===== src/rtl/apb_rst_seq.sv =====
// ---------------------------------------------------------------------------
// apb_rst_seq
//   Fans the PMU system reset request out to NUM_RST reset domains. All
//   domains enter reset together; release is staged one domain at a time,
//   with an APB-programmable delay in front of each stage.
//
// Ports
//   pclk, presetn        APB clock, asynchronous active-low reset
//   psel/penable/pwrite  APB control
//   paddr, pwdata        APB address (only [7:0] decoded) and write data
//   prdata               registered APB read data
//   sys_rst_n            reset request from PMU (low = hold reset)
//   rst_n_o              sequenced active-low domain resets
//   seq_busy             high while the release sequence is running
//
// Register map
//   0x00  STATUS  RO  [0]=seq_busy [2:1]=state [6:4]=idx [8+:NUM_RST]=rst_n_o
//   0x04+4*i DLY_i RW [CNT_WIDTH-1:0] stage delay, reset 8'h10
//   0x40  SEQ_CNT RO  completed-sequence count (only with RST_SEQ_CNT_EN,
//                     otherwise reads 0)
// ---------------------------------------------------------------------------
module apb_rst_seq #(
    parameter int ADDR_WIDTH = 32,
    parameter int DATA_WIDTH = 32,
    parameter int NUM_RST    = 4,
    parameter int CNT_WIDTH  = 8
) (
    input  logic                  pclk,
    input  logic                  presetn,
    input  logic                  psel,
    input  logic [ADDR_WIDTH-1:0] paddr,
    input  logic                  pwrite,
    input  logic [DATA_WIDTH-1:0] pwdata,
    input  logic                  penable,
    output logic [DATA_WIDTH-1:0] prdata,
    input  logic                  sys_rst_n,
    output logic [NUM_RST-1:0]    rst_n_o,
    output logic                  seq_busy
);

    typedef enum logic [1:0] {
        HOLD = 2'd0,
        REL  = 2'd1,
        DONE = 2'd2
    } state_t;

    state_t                 state, state_nx;
    logic [2:0]             idx, idx_nx, idx_inc;
    logic [CNT_WIDTH-1:0]   cnt, cnt_nx, dly_nxt;
    logic [NUM_RST-1:0]     rst_nx;
    logic                   busy_nx;
    logic [CNT_WIDTH-1:0]   dly [NUM_RST];

    logic                   wr_en, rd_en;
    logic [7:0]             addr;
    logic [5:0]             word, dly_sel;
    logic                   dly_hit;
    logic [DATA_WIDTH-1:0]  rd_val;

    logic unused_bits;
    assign unused_bits = ^{paddr[ADDR_WIDTH-1:8], pwdata[DATA_WIDTH-1:CNT_WIDTH]};

    assign wr_en   = psel & penable & pwrite;
    assign rd_en   = psel & ~penable & ~pwrite;
    assign addr    = paddr[7:0];
    assign word    = addr[7:2];
    assign dly_sel = word - 6'd1;
    assign dly_hit = (addr[1:0] == 2'b00) && (word != 6'd0) && (word <= 6'(NUM_RST));
    assign idx_inc = idx + 3'd1;

    // Delay of the stage that follows the current one.
    always_comb begin
        dly_nxt = '0;
        for (int unsigned i = 0; i < NUM_RST; i++) begin
            if (idx_inc == 3'(i)) dly_nxt = dly[i];
        end
    end

    always_comb begin
        state_nx = state;
        idx_nx   = idx;
        cnt_nx   = cnt;
        rst_nx   = rst_n_o;
        case (state)
            HOLD: begin
                rst_nx = '0;
                if (sys_rst_n) begin
                    state_nx = REL;
                    idx_nx   = '0;
                    cnt_nx   = dly[0];
                end
            end
            REL: begin
                if (!sys_rst_n) begin
                    state_nx = HOLD;
                    idx_nx   = '0;
                    cnt_nx   = '0;
                    rst_nx   = '0;
                end else if (cnt != '0) begin
                    cnt_nx = cnt - 1'b1;
                end else begin
                    rst_nx = rst_n_o | (NUM_RST'(1) << idx);
                    if (idx == 3'(NUM_RST - 1)) begin
                        // idx returns to 0 in DONE so STATUS reads 0x..04 there.
                        state_nx = DONE;
                        idx_nx   = '0;
                    end else begin
                        idx_nx = idx_inc;
                        cnt_nx = dly_nxt;
                    end
                end
            end
            DONE: begin
                rst_nx = '1;
                if (!sys_rst_n) begin
                    state_nx = HOLD;
                    idx_nx   = '0;
                    cnt_nx   = '0;
                    rst_nx   = '0;
                end
            end
            default: begin
                state_nx = HOLD;
                idx_nx   = '0;
                cnt_nx   = '0;
                rst_nx   = '0;
            end
        endcase
        busy_nx = (state_nx == REL);
    end

    always_ff @(posedge pclk or negedge presetn) begin
        if (!presetn) begin
            state    <= HOLD;
            idx      <= '0;
            cnt      <= '0;
            rst_n_o  <= '0;
            seq_busy <= 1'b0;
        end else begin
            state    <= state_nx;
            idx      <= idx_nx;
            cnt      <= cnt_nx;
            rst_n_o  <= rst_nx;
            seq_busy <= busy_nx;
        end
    end

    always_ff @(posedge pclk or negedge presetn) begin
        if (!presetn) begin
            for (int unsigned i = 0; i < NUM_RST; i++) dly[i] <= CNT_WIDTH'(16);
        end else if (wr_en && dly_hit) begin
            for (int unsigned i = 0; i < NUM_RST; i++) begin
                if (dly_sel == 6'(i)) dly[i] <= pwdata[CNT_WIDTH-1:0];
            end
        end
    end

`ifdef RST_SEQ_CNT_EN
    logic [15:0] seq_cnt;

    always_ff @(posedge pclk or negedge presetn) begin
        if (!presetn) begin
            seq_cnt <= '0;
        end else if (state == REL && state_nx == DONE && seq_cnt != 16'hFFFF) begin
            seq_cnt <= seq_cnt + 16'd1;
        end
    end
`endif

    always_comb begin
        rd_val = '0;
        if (addr == 8'h00) begin
            rd_val[0]            = seq_busy;
            rd_val[2:1]          = state;
            rd_val[6:4]          = idx;
            rd_val[8 +: NUM_RST] = rst_n_o;
        end
        for (int unsigned i = 0; i < NUM_RST; i++) begin
            if (dly_hit && dly_sel == 6'(i)) rd_val[CNT_WIDTH-1:0] = dly[i];
        end
`ifdef RST_SEQ_CNT_EN
        if (addr == 8'h40) rd_val[15:0] = seq_cnt;
`endif
    end

    always_ff @(posedge pclk or negedge presetn) begin
        if (!presetn) begin
            prdata <= '0;
        end else if (rd_en) begin
            prdata <= rd_val;
        end
    end

endmodule


===== config.mk =====
export PLATFORM = sky130hd
export DESIGN_NAME = apb_rst_seq
export DESIGN_NICKNAME = d
export VERILOG_FILES = /design/src/rtl/apb_rst_seq.sv
export SDC_FILE = /design/constraint.sdc
export NUM_CORES = 1
export LEC_CHECK = 0
export CAP_MARGIN = 20
export CORE_MARGIN = 2
export CORE_UTILIZATION = 52
export DETAILED_ROUTE_END_ITERATION = 8
export PLACE_DENSITY = 0.85
export SLEW_MARGIN = 20
export SYNTH_ARGS = -nofsm -noshare
export SYNTH_HDL_FRONTEND = slang
export SYNTH_SLANG_ARGS = --single-unit

===== constraint.sdc =====
create_clock -name pclk -period 6.6 [get_ports pclk]
set_input_delay 0.66 -clock pclk [delete_from_list [all_inputs] [get_ports pclk]]
set_output_delay 0.66 -clock pclk [all_outputs]
set_load 0.005 [all_outputs]

==> flow_metrics.tcl <==
set metrics [dict create \
    fp.dieW_um 88.1 \
    synth_warnings 0 \
    antenna_found_initial 0 \
    tritoncts "yes" \
    synth_edf_count 0 \
    die_h_um 88.1 \
    post-cts-setup-buffer-count 0 \
    avgSynthCellArea_sq_um 9.97 \
    synth_area_sq_mm 0.00368 \
    cts_sinks 62 \
    firstDrtPassIters 5 \
    fin_area_sq_mm 0.00427 \
    clkTransAtPathRegs_ns 0.08 \
    drtIter0Drc 376 \
    io_pins 107 \
    initial_core_util 0.539 \
    synth-seq-cells 62 \
    synth.yosys.seq_area_share 0.423 \
    core_area_sq_mm 0.00683 \
    max_cap_viol_count 0 \
    ys.flop_type "dfrtp_1" \
    dp_cells 487 \
    placementRows 30 \
    setup_viol 0 \
    crit_path_start_kind "input port" \
    cts_hold_buf 0 \
    crit_type "input port to register" \
    wl_per_cell_um 18.6 \
    cp_max_fo 25 \
    drive_gt1_frac 0.165 \
    antenna_cells 0 \
    postPlaceCellArea_sq_mm 0.00404 \
    viasPerCell 6.19 \
    route.detailed.drc 0 \
    rsz0062_at_grt "false" \
    hp-class "input port to asynchronous set/reset pin" \
    dp_hpwl_um 6450 \
    grt_overflow 0 \
    leakage_nw 1.88 \
    fin_crit_ns 3.52 \
    htreeDepth 3 \
    clock_latency_ns 0.35 \
    period_share 0.533 \
    async_flop_share 1.00 \
    max_slew_margin 0.302 \
    vdd_ir_drop_max_v 0.000186 \
    fin_util 0.625 \
    vias 3115 \
    worstMarginPinSlew_ns 1.04 \
    synth_cell_types 55 \
    grt_pass1_wl_um 15300 \
    fillers 558 \
    clockBufferDepth 2 \
    drt-total-wl_um 9370 \
    multi_input_area_sq_mm 0.00193 \
    grt_pass1_vias 2984 \
    cts_resized 0 \
    root_buffer "clkbuf_8" \
    p_per_area_mw_per_mm2 295 \
    hold_viol_final 0 \
    fin_nets 485 \
    instances_no_fill 503 \
    port_buffers 38 \
    regArea_sq_mm 0.00156 \
    place.gp.congestion 0.934 \
    cts_buffers 9 \
    syn_inst 369 \
    maxSlewViolCount 0 \
    skew_ns 0.0100 \
    arrival_ns 3.75 \
    area.growth.synth_to_final_pct 15.9 \
    dieArea_sq_mm 0.00777 \
    status "completed" \
    grtUsageTotal 0.258 \
    cp.required_ns 6.84 \
    max_freq_mhz 284 \
    ant_nets 0 \
    fin_setup_tns_ns 0 \
    grt_max_degree 63 \
    crit_path_end_kind "register" \
    whs_ns 0.466 \
]
[cells by family (layout without fill, tap and decap cells)]
| logic type | after synthesis | count (layout) | synth area share |
|---|---|---|---|
| adder cells (fa/ha/maj) | 13 | 13 | 0.0442 |
| buffers and inverters | 51 | 70 | 0.0728 |
| AO/OA/AOI/OAI | 110 | 110 | 0.203 |
| AND/OR/NAND/NOR | 91 | 91 | 0.132 |
| flip-flops | 62 | 62 | 0.423 |
| other | 1 | 20 | 0.00102 |
| multiplexers | 41 | 41 | 0.125 |
[cell usage in the layout (no fill, tap or decap), types with 3 or more instances in the layout]
master	Yosys	final
dfrtp_1	58	58
mux2_2	38	38
clkdlybuf4s50_1	0	37
o21ai_0	30	29
nand2_1	27	27
nor2_1	26	26
conb_1	1	20
a21oi_1	18	18
inv_1	15	15
ha_1	13	13
a22o_1	10	10
clkbuf_8	0	10
a31oi_1	8	8
o31ai_1	8	8
nand2b_1	7	7
o22ai_1	6	6
a222oi_1	6	6
nor2b_1	5	5
dfstp_2	4	4
or3_1	3	3
a32oi_1	3	3
nor3_1	3	3
[critical path, stage by stage]
cell and delay [ns]:
clkdlybuf4s50_1 0.91, nor2b_1 0.45, nor2b_1 0.52, nor3b_2 0.79, mux2_2 0.41
[final timing paths]
path,cells after the start,endpoint,slack (ns),startpoint
max reg2reg,6,cnt[2],3.81,cnt[0]
min,2,dly[29],0.47,presetn
max in group asynchronous,2,cnt[6],5.61,presetn
min reg2reg,2,prdata[5],0.49,prdata[5]
max,5,dly[1],3.08,paddr[2]
min in group pclk,2,prdata[5],0.49,prdata[5]
[where the power goes]
| group | internal, mW | total (mW) | switching [mW] |
|---|---|---|---|
| Combinational | 0.164 | 0.417 | 0.253 |
| Clock | 0.224 | 0.383 | 0.159 |
| Sequential | 0.416 | 0.461 | 0.0451 |
| Total | 0.803 | 1.26 | 0.457 |
[cell usage after synthesis, types with 3 or more instances]
master / instances / area share
dfrtp_1: 58 / 0.39
mux2_2: 38 / 0.12
a222oi_1: 6 / 0.016
a31oi_1: 8 / 0.014
o31ai_1: 8 / 0.016
a21oi_1: 18 / 0.024
a22o_1: 10 / 0.024
nand2b_1: 7 / 0.012
nor2b_1: 5 / 0.0085
o22ai_1: 6 / 0.010
a32oi_1: 3 / 0.0071
inv_1: 15 / 0.015
dfstp_2: 4 / 0.029
clkbuf_1: 14 / 0.014
nand2_1: 27 / 0.028
or3_1: 3 / 0.0051
nor3_1: 3 / 0.0041
ha_1: 13 / 0.044
o21ai_0: 30 / 0.041
nor2_1: 26 / 0.027
buf_4: 20 / 0.041
[final cells by class]
class / instances / area share
sequential: 62 / 0.365
clock buffer: 11 / 0.0331
tap: 96 / 0.0282
inverter: 15 / 0.0132
multi-input combinational: 275 / 0.452
timing repair buffer: 39 / 0.0897
clock inverter: 5 / 0.0194
[metrics by stage]
stage | total power [mW] | setup WS, ns
after global routing | 1.33 | 3.01
after CTS | 1.25 | 3.23
after floorplan | 0.753 | 4.08
after detailed placement | 0.867 | 2.97
final | 1.26 | 3.08
after global placement | 0.854 | 3.01
[flip-flops by register name, indices dropped and copies added (netlist names)]
| signal | cells |
|---|---|
| state | 2 |
| dly | 32 |
| rst_n_o | 4 |
| idx | 3 |
| cnt | 8 |
| seq_busy | 1 |
| prdata | 12 |
[routing by layer]
metal  track usage  vias up  routed length, um
met3        0.0481       27                687
met4         0.114        0                267
li1              -     1388                  -
met2         0.404      175               4460
met1         0.353     1525               3950
met5             0        -                  0
Power figures use the tool's default switching activity.
